[config.mk]
export PLATFORM = sky130hd
export DESIGN_NAME = seg7_display_mux
export DESIGN_NICKNAME = d
export VERILOG_FILES = /design/src/rtl/seg7_display_mux_pkg.sv /design/src/rtl/bcd_to_seg7.sv /design/src/rtl/seg7_display_mux.sv
export SDC_FILE = /design/constraint.sdc
export NUM_CORES = 1
export LEC_CHECK = 0
export CAP_MARGIN = 5
export CELL_PAD_IN_SITES_DETAIL_PLACEMENT = 0
export CELL_PAD_IN_SITES_GLOBAL_PLACEMENT = 1
export CORE_MARGIN = 2
export CORE_UTILIZATION = 49
export CTS_BUF_LIST = sky130_fd_sc_hd__clkbuf_2
export DETAILED_ROUTE_END_ITERATION = 8
export PLACE_DENSITY = 0.89
export SYNTH_ARGS = -nofsm -noshare
export SYNTH_HDL_FRONTEND = slang
export SYNTH_SLANG_ARGS = --single-unit
export TNS_END_PERCENT = 1
[constraint.sdc]
create_clock -name clk -period 4.3 [get_ports clk]
set_input_delay 0.645 -clock clk [delete_from_list [all_inputs] [get_ports clk]]
set_output_delay 0.645 -clock clk [all_outputs]
set_load 0.01 [all_outputs]
[src/rtl/seg7_display_mux_pkg.sv]
// rtl/seg7_display_mux_pkg.sv - shared BCD and segment types and segment constants
package packs;

    typedef logic [3:0] BCDnumber_t;

    // Active-low segment pattern {g,f,e,d,c,b,a}
    typedef logic [6:0] seg7_t;

    localparam seg7_t SEG_BLANK = 7'b1111111;
    localparam seg7_t SEG_DASH  = 7'b0111111;

endpackage

[src/rtl/bcd_to_seg7.sv]
// rtl/bcd_to_seg7.sv - combinational BCD digit to active-low 7-segment decoder
module bcd_to_seg7
    import packs::*;
(
    input  BCDnumber_t  bcd,
    output logic [6:0]  seg
);

    // Digits 0..9 map to standard glyphs; non-BCD codes show a dash
    always_comb begin
        seg = SEG_DASH;
        case (bcd)
            4'd0: seg = 7'b1000000;
            4'd1: seg = 7'b1111001;
            4'd2: seg = 7'b0100100;
            4'd3: seg = 7'b0110000;
            4'd4: seg = 7'b0011001;
            4'd5: seg = 7'b0010010;
            4'd6: seg = 7'b0000010;
            4'd7: seg = 7'b1111000;
            4'd8: seg = 7'b0000000;
            4'd9: seg = 7'b0010000;
            default: seg = SEG_DASH;
        endcase
    end

endmodule

[src/rtl/seg7_display_mux.sv]
// rtl/seg7_display_mux.sv - time-multiplexed BCD display driver (optional LEADING_ZERO_BLANK_EN)
module seg7_display_mux
    import packs::*;
#(
    parameter int N_DIGITS    = 4,
    parameter int REFRESH_DIV = 50000
) (
    input  logic                        clk,
    input  logic                        rst,
    input  BCDnumber_t [N_DIGITS-1:0]   digits,
    input  logic                        overflow,
    output logic [N_DIGITS-1:0]         anode,
    output logic [6:0]                  seg,
    output logic                        dp,
    output logic                        frame_start
);

    localparam int CW = (REFRESH_DIV > 1) ? $clog2(REFRESH_DIV) : 1;
    localparam int IW = $clog2(N_DIGITS);
    localparam logic [CW-1:0] TERM = CW'(REFRESH_DIV - 1);
    localparam logic [IW-1:0] LAST = IW'(N_DIGITS - 1);

    logic [CW-1:0]              cnt;
    logic [IW-1:0]              idx;
    BCDnumber_t [N_DIGITS-1:0]  snap;
    logic                       snap_ovf;

    logic                       strobe;
    logic                       wrap;
    logic [IW-1:0]              idx_next;
    BCDnumber_t [N_DIGITS-1:0]  snap_next;
    logic                       ovf_next;
    BCDnumber_t                 sel_digit;
    logic [6:0]                 dec_seg;

    // The snapshot's next value feeds the decoder so the first digit of a
    // frame is shown from the data captured on that same wrap strobe.
    always_comb begin
        strobe    = (cnt == TERM);
        wrap      = strobe && (idx == LAST);
        idx_next  = idx;
        if (strobe) begin
            idx_next = (idx == LAST) ? '0 : idx + 1'b1;
        end
        snap_next = wrap ? digits : snap;
        ovf_next  = wrap ? overflow : snap_ovf;
        sel_digit = snap_next[idx_next];
    end

    bcd_to_seg7 u_dec (
        .bcd (sel_digit),
        .seg (dec_seg)
    );

`ifdef LEADING_ZERO_BLANK_EN
    logic blank;

    // A non-zero slot is blanked when it and every more-significant digit are zero
    always_comb begin
        blank = (idx_next != '0);
        for (int k = 1; k < N_DIGITS; k++) begin
            if ((k >= int'(idx_next)) && (snap_next[k] != '0)) begin
                blank = 1'b0;
            end
        end
    end
`endif

    // Prescaler, digit index and snapshot advance only on strobes
    always_ff @(posedge clk or negedge rst) begin
        if (!rst) begin
            cnt      <= '0;
            idx      <= LAST;
            snap     <= '0;
            snap_ovf <= 1'b0;
        end else begin
            cnt      <= strobe ? '0 : cnt + 1'b1;
            idx      <= idx_next;
            snap     <= snap_next;
            snap_ovf <= ovf_next;
        end
    end

    // Registered display outputs; held blank from reset until the first strobe
    always_ff @(posedge clk or negedge rst) begin
        if (!rst) begin
            anode       <= '1;
            seg         <= SEG_BLANK;
            dp          <= 1'b1;
            frame_start <= 1'b0;
        end else begin
            frame_start <= wrap;
            if (strobe) begin
`ifdef LEADING_ZERO_BLANK_EN
                if (blank) begin
                    anode <= '1;
                    seg   <= SEG_BLANK;
                end else begin
                    anode <= ~(N_DIGITS'(1) << idx_next);
                    seg   <= dec_seg;
                end
`else
                anode <= ~(N_DIGITS'(1) << idx_next);
                seg   <= dec_seg;
`endif
                dp <= ~((idx_next == '0) && ovf_next);
            end
        end
    end

endmodule

After elaboration in Yosys (flattened, before gate mapping)
Memory sizes are Yosys's and may differ from the RTL's. A register that Yosys moved wholly into a read port is not among the register bits.
Index checks and enable logic that the tools add are counted.
{"block": "word_totals", "mem_count": 1, "elab_cells": 30, "ff_bits": 41, "mem_bits_ro": 112, "input_bits": 19}
{"block": "classes", "eq_ne": 2, "reduce_logical": 4, "mux": 7, "order_cmp": 1, "addsub": 2, "bitwise_logic": 2, "shift": 1}
{"memory": "(name not given)", "words": 16, "word_bits": 7, "read_ports": 1, "rd_ports_with_merged_regs": 1, "wr": 0, "line_no": "bcd_to_seg7.sv:12", "rtl": "case (bcd)"}
{"cell": "$mux 16", "n": 2}
{"cell": "$add 16x1->16 const B", "n": 1}
{"cell": "$eq 16x16->1 const B", "n": 1}
{"cell": "$bmux 4 s2", "n": 1}
{"cell": "$mux 2", "n": 2}
{"cell": "$mux 4", "n": 1}
{"cell": "$not 4->4", "n": 1}
{"cell": "$shl 1x2->4 const A", "n": 1}
{"cell": "$lt 2x3->1 const B", "n": 1}
{"cell": "$add 2x1->2 const B", "n": 1}
{"cell": "$eq 2x2->1 const B", "n": 1}
{"cell": "$logic_and 1x1->1", "n": 2}
{"cell": "$logic_not 2->1", "n": 1}
{"cell": "$logic_not 1->1", "n": 1}
{"cell": "$mux 1", "n": 1}
{"cell": "$not 1->1", "n": 1}

Logic depth before layout (Yosys ltp)
Gate-level depths: netlist of run 1.
{"block": "logic_depth", "word_depth": 6, "depth_mapped": 13, "mapped_depth_nobuf": 11}

By module
From an unflattened synthesis of run 1, not the netlist that was laid out.
{"block": "hier_totals", "hier_cells": 232, "hier_area_um2": 2423.6}
{"module": "seg7_display_mux", "n_inst": 1, "area_each_um2": 2183.3, "cells_per_inst": 201, "seq_area_each_um2": 1218.7}
{"module": "bcd_to_seg7", "n_inst": 1, "area_each_um2": 240.2, "cells_per_inst": 31, "seq_area_each_um2": 0.0}

Worst setup path after synthesis of run 1
Ideal clock, no wire load.
{"block": "synth_path", "kind": "reg-to-reg", "from": "reg cnt[11]", "to": "reg seg[4]", "arrival_ps": 2890, "path_buffers": 1, "stages_incl_launch_ff": 10, "required_ps": 4234, "slack_ps": 1344, "path_cell_list": "dfrtp_1 > nor4b_4 > and4_1 > buf_6 > mux2i_4 > mux2i_1 > mux2_2 > ha_1 > or4b_2 > nand4_1"}
{"block": "synth_via", "elab_chain_len": 5, "word_cells_on_any_way": 6, "classes_between": "eq/ne: 1; mux: 4; reduce/logical: 1"}
{"element": "start: declaration", "line_no": "seg7_display_mux.sv:23", "rtl": "logic [CW-1:0] cnt;"}
{"element": "start signal: assignment", "line_no": "seg7_display_mux.sv:77", "rtl": "cnt <= strobe ? '0 : cnt + 1'b1;"}
{"element": "$eq 16x16->1 (*)", "line_no": "seg7_display_mux.sv:39", "rtl": "strobe = (cnt == TERM);"}
{"element": "$logic_and 1x1->1", "line_no": "seg7_display_mux.sv:40", "rtl": "wrap = strobe && (idx == LAST);"}
{"element": "$mux 16", "line_no": "seg7_display_mux.sv:45", "rtl": "snap_next = wrap ? digits : snap;"}
{"element": "$bmux 4 s2", "line_no": "seg7_display_mux.sv:47", "rtl": "sel_digit = snap_next[idx_next];"}
{"element": "$mux 4 (implied by the code)", "line_no": "seg7_display_mux.sv:47"}
{"element": "end: declaration", "line_no": "seg7_display_mux.sv:13", "rtl": "output logic [6:0] seg,"}
Every way passes the cells marked *; elsewhere a longest branch is shown, timed or not. The select of a mux whose other input is x is not followed.
A chain may end at the register's enable or synchronous reset.

Final worst setup path of run 1
{"block": "layout_path", "from": "reg cnt[11]", "to": "reg seg[4]"}
{"block": "layout_via", "word_cells_on_any_way": 6, "classes_between": "eq/ne: 1; mux: 4; reduce/logical: 1"}
{"element": "$eq 16x16->1", "line_no": "seg7_display_mux.sv:39"}
{"element": "$mux 2", "line_no": "seg7_display_mux.sv:42", "rtl": "if (strobe) begin"}
{"element": "named net idx_next[0]", "line_no": "seg7_display_mux.sv:30", "rtl": "logic [IW-1:0] idx_next;"}
{"element": "$bmux 4 s2", "line_no": "seg7_display_mux.sv:47"}
{"element": "$mux 4 (implied by the code)", "line_no": "seg7_display_mux.sv:47"}
The timed path passes the listed nets, and every way through them passes these cells. The select of a mux whose other input is x is not followed.

==> results_dict.tcl, run 1 <==
set metrics [dict create \
    viasPerCell 5.27 \
    finalHoldViolCount 0 \
    drc_errors 0 \
    grt_max_degree 49 \
    synth.cell_area_sq_mm 0.00251 \
    crit_type "reg -> reg" \
    final_util 0.585 \
    post-route-period-util 0.783 \
    coreArea_sq_mm 0.00501 \
    nNetsFinal 269 \
    cp_cell_sequence "nor4b_4, and4_1, buf_4, mux2_4, mux2_2, mux2i_4, ha_1, or4b_2, nand4_1" \
    timing.critical_path.buf_inv 1 \
    worstMarginPinSlew_ns 0.596 \
    drt-pass1-iter-count 4 \
    r2r-start "cnt[11]$_DFF_PN0_" \
    die_y_um 75.6 \
    totalWireLength_um 4480 \
    ff2ff_setup_slack_ns 0.93 \
    nFillCells 468 \
    layout_common_cells "dfrtp_1 (34), clkdlybuf4s50_1 (30), mux2_2 (23)" \
    setup_violations 0 \
    gp_congestion 0.762 \
    fin_worst_skew_ns 0.0188 \
    synth_top_cell_area_share 0.339 \
    drive_gt1_frac 0.267 \
    ys.warnings.count 0 \
    critPathArrivalTime_ns 3.73 \
    syn-num-nets 236 \
    ant_nets 0 \
    clock_path_buffers 2 \
    antenna-diode-count 0 \
    cts_buffers 5 \
    cp-start-kind "flop" \
    critPathMaxStageDelay_ns 0.67 \
    postSynth.asyncResetShare 1.00 \
    max-vdd-ir-drop_v 0.000173 \
    cp_num_cells 9 \
    status "finished, final reports clean" \
    synth_area_leaders "dfrtp_1 (34%), dfstp_2 (15%), mux2_2 (10%), ha_1 (4.0%), mux2i_1 (2.8%)" \
    grt-ovfl-total 0 \
    grt_setup_unrepaired "false" \
    yosys.cell_types.count 48 \
    holdBufCountCts 0 \
    period_needed_ns 3.37 \
    met1_usage 0.231 \
    holdWs_ns 0.273 \
    syn2layout_area_growth_pct 16.8 \
    grt_use_met2 0.303 \
    syn_inst 209 \
    hold_path_class "in -> async" \
    grt_pass1_vias 1618 \
    cts_resized 0 \
    port_buffers 31 \
    cts_tree "yes" \
    grtUsageTotal 0.177 \
    ff2ff_path_depth 9 \
    fin_tns_setup_ns 0 \
    final_common_cell "dfrtp_1" \
    synthFlopType "dfrtp_1" \
    routedWlPerCell_um 14.3 \
    htreeDepth 2 \
    drtIter0Drc 69 \
    via_count 1651 \
    io_pins 32 \
    die_x_um 75.6 \
    power_uw 775 \
    grt_pass1_wl_um 7560 \
    p_leak_nw 1.28 \
    synth.avg_cell_area_sq_um 12.0 \
    clk_latency_ns 0.42 \
    place_hpwl_um 3300 \
    end_kind "flop" \
    postCtsSetupBuffers 0 \
    critPathTopFamily "simple AND/OR/NAND/NOR gates" \
    cp_slowest_cell "or4b_2" \
    maxCapViolations 0 \
    crit_required_ns 4.67 \
    path_clk_slew_ns 0.24 \
    drv_slew 0 \
    slew_headroom 0.603 \
    grt_util_met3 0.0397 \
    cp_max_fo 17 \
    busiest_layer "met2" \
    yosysSeqAreaShare 0.486 \
    max_freq_ghz 0.297 \
    ctsRootBufferMaster "clkbuf_2" \
    cts_sinks 48 \
    p_per_area_mw_per_mm2 265 \
    ys_ff_latch 48 \
    startpoint "cnt[11]$_DFF_PN0_" \
    die_area_sq_mm 0.00571 \
    synth-edff-count 0 \
    row_count 26 \
    start_util 0.501 \
    yosys.area.top_type "dfrtp_1" \
    antenna_found_initial 0 \
]
==> per-layer routing <==
layer,vias up,wire (um)
li1,810,-
met1,808,2080
met2,27,2230
met3,6,122
met4,0,43
met5,-,0
==> report_power, final <==
group / total, mW / switching [mW] / internal, mW
Combinational: 0.0648 / 0.0291 / 0.0357
Clock: 0.242 / 0.145 / 0.0970
Sequential: 0.469 / 0.00415 / 0.464
Total: 0.775 / 0.178 / 0.597
==> state kept, by name, summed over array words and instances (netlist names) <==
signal       cells
frame_start      1
cnt             16
idx              2
snap            16
snap_ovf         1
seg              7
anode            4
dp               1
==> cell type report <==
type,count,area (sq um),area share
Clock buffer,5,25.0,0.00854
Tap cell,70,87.6,0.0299
Timing Repair Buffer,35,335,0.114
Inverter,7,26.3,0.00897
Clock inverter,3,42.5,0.0145
Multi-Input combinational cell,145,1190,0.408
Sequential cell,48,1220,0.416
==> per-stage QoR <==
stage	area, sq um	cells	setup slack (ns)
CTS	2930	313	0.932
finish	2930	313	0.935
detailed placement	2860	305	0.980
global route	2930	313	0.742
floorplan	2510	209	1.34
global placement	2860	305	1.02
==> cell families (layout without fill, tap and decap cells) <==
kind of cell             count (synthesis)  count (layout)  share of synthesized area
AND/OR/NAND/NOR                         64              64                      0.159
flip-flops                              48              48                      0.486
multiplexers                            35              35                      0.167
AO/OA/AOI/OAI                           27              27                     0.0713
buffers and inverters                   16              50                     0.0384
XOR/XNOR                                11              11                     0.0384
adder cells (fa/ha/maj)                  8               8                     0.0399
==> final timing paths <==
check                                     end
max reg2reg                seg[4]$_DFFE_PN1N_
max                        seg[4]$_DFFE_PN1N_
min in group clk             cnt[0]$_DFF_PN0_
min reg2reg                  cnt[0]$_DFF_PN0_
max in group asynchronous  seg[1]$_DFFE_PN1N_
min                          cnt[9]$_DFF_PN0_
==> cells in the mapped netlist (3+ instances only) <==
cell / count
buf_6: 3
buf_2: 3
dfrtp_1: 34
nand4_1: 4
ha_1: 8
mux2i_1: 7
mux2_4: 3
xnor2_1: 5
nand3_1: 3
inv_1: 6
a21oi_1: 4
nor3_1: 4
and3_1: 5
dfstp_2: 14
mux2_2: 23
xor2_1: 6
a31oi_1: 3
o21ai_0: 10
nand2_1: 10
nor2_1: 18
Note: power is estimated with default switching activity, not from simulation.
==> inputs of run 2 (changes only) <==
CORE_UTILIZATION = 41   (was 49)
PLACE_DENSITY = 0.8   (was 0.89)
clock period = 2.86 ns   (was 4.3 ns; I/O delays follow)
==> run 2 against run 1 <==
Clock-buffer cell count did not move; die area rose by 18%; utilization fell by 2.7 points; sequential power rose by 50%; clock power rose by 97%; via count rose by 10%; register-to-register slack got worse by 0.85 ns; flip-flop and latch count did not move; sequential share of layout area fell by 4.6 points; critical endpoint unchanged; largest power group unchanged; highest routed layer unchanged.
==> results_dict.tcl, run 2 (synthesized netlist as in run 1, its figures left out) <==
set metrics [dict create \
    status "finished, final reports clean" \
    met2_length_um 2730 \
    max_freq_ghz 0.361 \
    highest_layer "met4" \
    grt-ovfl-total 0 \
    seq_power_share 0.545 \
    grt_max_degree 45 \
    final_common_cell "dfrtp_1" \
    via_count 1820 \
    nFillCells 523 \
    p_leak_nw 1.47 \
    path_clk_slew_ns 0.27 \
    max-vdd-ir-drop_v 0.000295 \
    p_per_area_mw_per_mm2 391 \
    period_needed_ns 2.77 \
    cp-start-kind "flop" \
    slew_headroom 0.344 \
    die_x_um 82.2 \
    wl_met3_um 112 \
    finalHoldViolCount 0 \
    multiInputGateArea_sq_mm 0.00127 \
    drv_slew 0 \
    layout_common_cells "dfrtp_1 (33), clkdlybuf4s50_1 (30), buf_4 (30)" \
    finish.instance_area_sq_mm 0.00330 \
    cp_max_fo 8 \
    start_util 0.424 \
    routedWlPerCell_um 14.8 \
    drt-pass1-iter-count 4 \
    startpoint "idx[1]$_DFF_PN1_" \
    htreeDepth 2 \
    totalWireLength_um 5180 \
    hold_path_class "in -> async" \
    p_int_uw 999 \
    port_buffers 31 \
    grt_setup_unrepaired "true" \
    holdWs_ns 0.0926 \
    antenna_found_initial 0 \
    viasPerCell 5.21 \
    seqCellArea_sq_mm 0.00122 \
    grt_pass1_wl_um 8540 \
    clk_latency_ns 0.45 \
    critPathArrivalTime_ns 3.19 \
    drive_gt1_frac 0.383 \
    worstMarginPinSlew_ns 0.984 \
    wirelength_met1_um 2290 \
    stdcell_count 349 \
    drtIter0Drc 87 \
    cts_buffers 5 \
    clock_path_buffers 2 \
    power_mw 1.29 \
    holdBufCountCts 0 \
    cts_sinks 48 \
    top_regs "cnt: 16 flops, snap: 16 flops, seg: 7 flops" \
    die_area_sq_mm 0.00676 \
    power_switching_uw 293 \
    dp_cells 333 \
    setup_ws_ns 0.0862 \
    maxCapViolations 0 \
    drc_errors 0 \
    end_kind "flop" \
    place_hpwl_um 3730 \
    row_count 28 \
    syn2layout_area_growth_pct 31.6 \
    setup_violations 0 \
    gp_congestion 0.793 \
    placed_cell_area_sq_mm 0.00307 \
    crit_type "reg -> reg" \
    netSwitchingFraction 0.227 \
    grt_pass1_vias 1867 \
    die_y_um 82.2 \
    io_pins 32 \
    post-route-period-util 0.970 \
    grtUsageTotal 0.167 \
    dp_slack_ns -0.0478 \
    cts_tree "yes" \
    combinationalPowerShare 0.086 \
    antenna-diode-count 0 \
    fin_worst_skew_ns 0.0331 \
    ant_nets 0 \
    p_clk_frac 0.368 \
    nNetsFinal 300 \
    coreArea_sq_mm 0.00592 \
    r2r-start "idx[1]$_DFF_PN1_" \
    crit_required_ns 3.28 \
    ctsRootBufferMaster "clkbuf_2" \
]
## run 2: final cells by class
class	instances	share of cell area
multi-input cells	145	0.385
clock buffers	5	0.00758
clock inverters	3	0.0208
inverters	7	0.00796
flip-flops and latches	48	0.370
well taps	75	0.0284
repair buffers	66	0.180
## run 2: metrics by stage
stage	setup TNS, ns	utilization
2_1_floorplan	0	-
3_3_place_gp	0	0.519
3_5_place_dp	-0.0478	0.519
4_1_cts	0	0.540
5_1_grt	-0.191	0.557
6_report	0	0.557
## run 2: worst max-delay path, stage by stage, from the launching register on
cell and delay, ns:
dfstp_2 0.65, ha_4 0.14, and4_4 0.22, nand4_4 0.17, buf_6 0.18, mux2_2 0.23, mux2i_1 0.07, mux2_4 0.30
ha_4 0.17, or4b_4 0.52, nand4_1 0.10
## run 2: timing repair
| action | CTS | global route |
|---|---|---|
| buffers inserted | 3 | 5 |
| gates resized for setup | 1 | 19 |
| hold endpoints to repair | 0 | 0 |
| pin swaps | 1 | 6 |
| setup endpoints to repair | 6 | 7 |
## run 2: final timing paths
check | depth (start not counted) | endpoint | slack (ns)
min in group clk | 2 | anode[0]$_DFFE_PN1N_ | 0.50
hold reg to reg | 2 | anode[0]$_DFFE_PN1N_ | 0.50
setup reg to reg | 10 | seg[4]$_DFFE_PN1N_ | 0.09
setup / recovery | 10 | seg[4]$_DFFE_PN1N_ | 0.09
hold / removal | 1 | snap[2]$_DFF_PN0_ | 0.09
max in group asynchronous | 2 | seg[1]$_DFFE_PN1N_ | 2.04
## run 2: layer usage
| layer | track usage | vias up |
|---|---|---|
| met5 | 0 | - |
| met4 | 0.0500 | 0 |
| met3 | 0.0337 | 7 |
| met2 | 0.293 | 26 |
| met1 | 0.206 | 903 |
| li1 | - | 884 |
## run 2: power by group through the flow
stage               Combinational (mW)  Sequential, mW  Clock (mW)
floorplan                       0.0467           0.715           0
global placement                 0.105           0.714           0
detailed placement               0.107           0.715           0
CTS                              0.109           0.705       0.490
global route                     0.123           0.707       0.512
finish                           0.112           0.705       0.476
==> inputs of run 3 (changes only) <==
clock period = 2.3 ns   (was 2.86 ns; I/O delays follow)
==> run 3 against run 2 <==
The run now ends with negative setup slack left; sequential power rose by 24%; worst setup slack got worse by 0.52 ns; cell count rose by 4.0%; wire length rose by 1.4%; utilization rose by 1.4 points; via count rose by 1.3%; critical path type unchanged; largest power group unchanged.
==> results_dict.tcl, run 3 (synthesized netlist as in run 1, its figures left out) <==
set metrics [dict create \
    critPathArrivalTime_ns 3.13 \
    status "finished, violations left" \
    antenna_found_initial 0 \
    cp-start-kind "flop" \
    ant_nets 0 \
    clock_path_buffers 2 \
    post-route-period-util 1.19 \
    routedWlPerCell_um 14.5 \
    p_clk_frac 0.307 \
    stdcell_count 363 \
    path_clk_slew_ns 0.26 \
    coreArea_sq_mm 0.00592 \
    die_y_um 82.2 \
    dp_slack_ns -0.485 \
    drtIter0Drc 69 \
    power_switching_uw 337 \
    ctsRootBufferMaster "clkbuf_2" \
    die_x_um 82.2 \
    fin_tns_setup_ns -2.73 \
    violations "negative setup slack" \
    crit_required_ns 2.70 \
    finalHoldViolCount 0 \
    layout_common_cells "buf_4 (44), dfrtp_1 (34), clkdlybuf4s50_1 (30)" \
    die_area_sq_mm 0.00676 \
    cts_sinks 48 \
    place_hpwl_um 3910 \
    netSwitchingFraction 0.229 \
    cts_buffers 5 \
    grt-ovfl-total 0 \
    nFillCells 526 \
    totalWireLength_um 5250 \
    p_int_mw 1.14 \
    cts_tree "yes" \
    r2r-end "seg[4]$_DFFE_PN1N_" \
    r2r-start "cnt[13]$_DFF_PN0_" \
    final_common_cell "buf_4" \
    nNetsFinal 314 \
    setup_ws_ns -0.431 \
    syn2layout_area_growth_pct 34.8 \
    grtUsageTotal 0.174 \
    crit_type "reg -> reg" \
    max-vdd-ir-drop_v 0.000276 \
    drv_slew 0 \
    combinationalPowerShare 0.098 \
    grt_setup_unrepaired "true" \
    p_per_area_mw_per_mm2 436 \
    dp_cells 350 \
    grt_max_degree 28 \
    fin_worst_skew_ns 0.0330 \
    ff2ff_path_depth 9 \
    finish.instance_area_sq_mm 0.00338 \
    start_util 0.424 \
    grt_pass1_vias 1951 \
    end_kind "flop" \
    p_leak_nw 1.53 \
    io_pins 32 \
    drc_errors 0 \
    clk_latency_ns 0.43 \
    viasPerCell 5.08 \
    seq_power_share 0.595 \
    drt-pass1-iter-count 4 \
    drive_gt1_frac 0.424 \
    holdWs_ns 0.366 \
    top_regs "cnt: 16 flops, snap: 16 flops, seg: 7 flops" \
    setup_violations 7 \
    htreeDepth 2 \
    row_count 28 \
    slew_headroom 0.658 \
    port_buffers 31 \
    period_needed_ns 2.73 \
    via_count 1843 \
    placed_cell_area_sq_mm 0.00322 \
    hold_path_class "in -> async" \
    cp_max_fo 8 \
    maxCapViolations 0 \
    max_freq_ghz 0.366 \
    antenna-diode-count 0 \
    gp_congestion 0.812 \
    worstMarginPinSlew_ns 0.513 \
    grt_pass1_wl_um 9010 \
    ff2ff_setup_slack_ns -0.43 \
]
-- run 3: cell types whose count changed in the layout (fill, tap and decap cells not counted), sizes merged --
cell,previous run,this run
buf,36,49
bufinv,2,1
clkbuf,5,6
clkinv,0,1
dlygate4sd3,0,1
inv,8,7
-- run 3: worst max path at each step --
stage | from | endpoint | cells past startpoint
finish | cnt[13]$_DFF_PN0_ | seg[4]$_DFFE_PN1N_ | 9
global route | cnt[13]$_DFF_PN0_ | seg[4]$_DFFE_PN1N_ | 10
CTS | cnt[13]$_DFF_PN0_ | seg[4]$_DFFE_PN1N_ | 9
detailed placement | idx[0]$_DFF_PN1_ | seg[4]$_DFFE_PN1N_ | 9
global placement | idx[0]$_DFF_PN1_ | seg[3]$_DFFE_PN1N_ | 12
floorplan | cnt[10]$_DFF_PN0_ | seg[6]$_DFFE_PN1N_ | 10
-- run 3: power groups by stage --
stage                     combinational, mW  clock, mW  sequential [mW]
after floorplan                      0.0588          0            0.889
after global placement                0.135          0            0.889
after detailed placement              0.137          0            0.890
after CTS                             0.142      0.475            0.877
after global routing                  0.160      0.504            0.879
final                                 0.144      0.453            0.877
-- run 3: per-stage QoR --
stage | utilization | total power, mW
after global placement | 0.545 | 1.02
final | 0.571 | 1.47
after CTS | 0.563 | 1.49
after global routing | 0.571 | 1.54
after floorplan | - | 0.948
after detailed placement | 0.545 | 1.03
-- run 3: what timing repair did --
item | in CTS | in global routing
pin swaps | 4 | 4
buffers inserted | 0 | 4
hold buffers | 1 | 0
endpoints found under the hold margin | 13 | 0
resized for setup | 12 | 4
endpoints found under the setup margin | 7 | 7
-- run 3: layer usage --
layer | GRT usage | part of all wire | vias up
met5 | 0 | 0 | -
met4 | 0.0533 | 0.022 | 0
met3 | 0.0402 | 0.033 | 12
met2 | 0.313 | 0.51 | 34
met1 | 0.205 | 0.44 | 893
li1 | - | - | 904
-- run 3: layout make-up --
| cell class | instances | area, sq um | share of cell area |
|---|---|---|---|
| inverter | 7 | 26.3 | 0.00777 |
| timing repair buffer | 80 | 708 | 0.209 |
| clock buffer | 6 | 30.0 | 0.00888 |
| tap | 75 | 93.8 | 0.0277 |
| sequential | 48 | 1220 | 0.360 |
| clock inverter | 2 | 35.0 | 0.0104 |
| multi-input combinational | 145 | 1270 | 0.376 |
-- run 3: critical path: stages, from the launching register on --
cell     delay (ns)
dfrtp_1        0.46
nor4b_4        0.32
buf_4          0.18
nand4_4        0.17
buf_6          0.19
mux2_4         0.30
mux2_4         0.29
mux2_4         0.30
or4_1          0.41
nand4_1        0.08
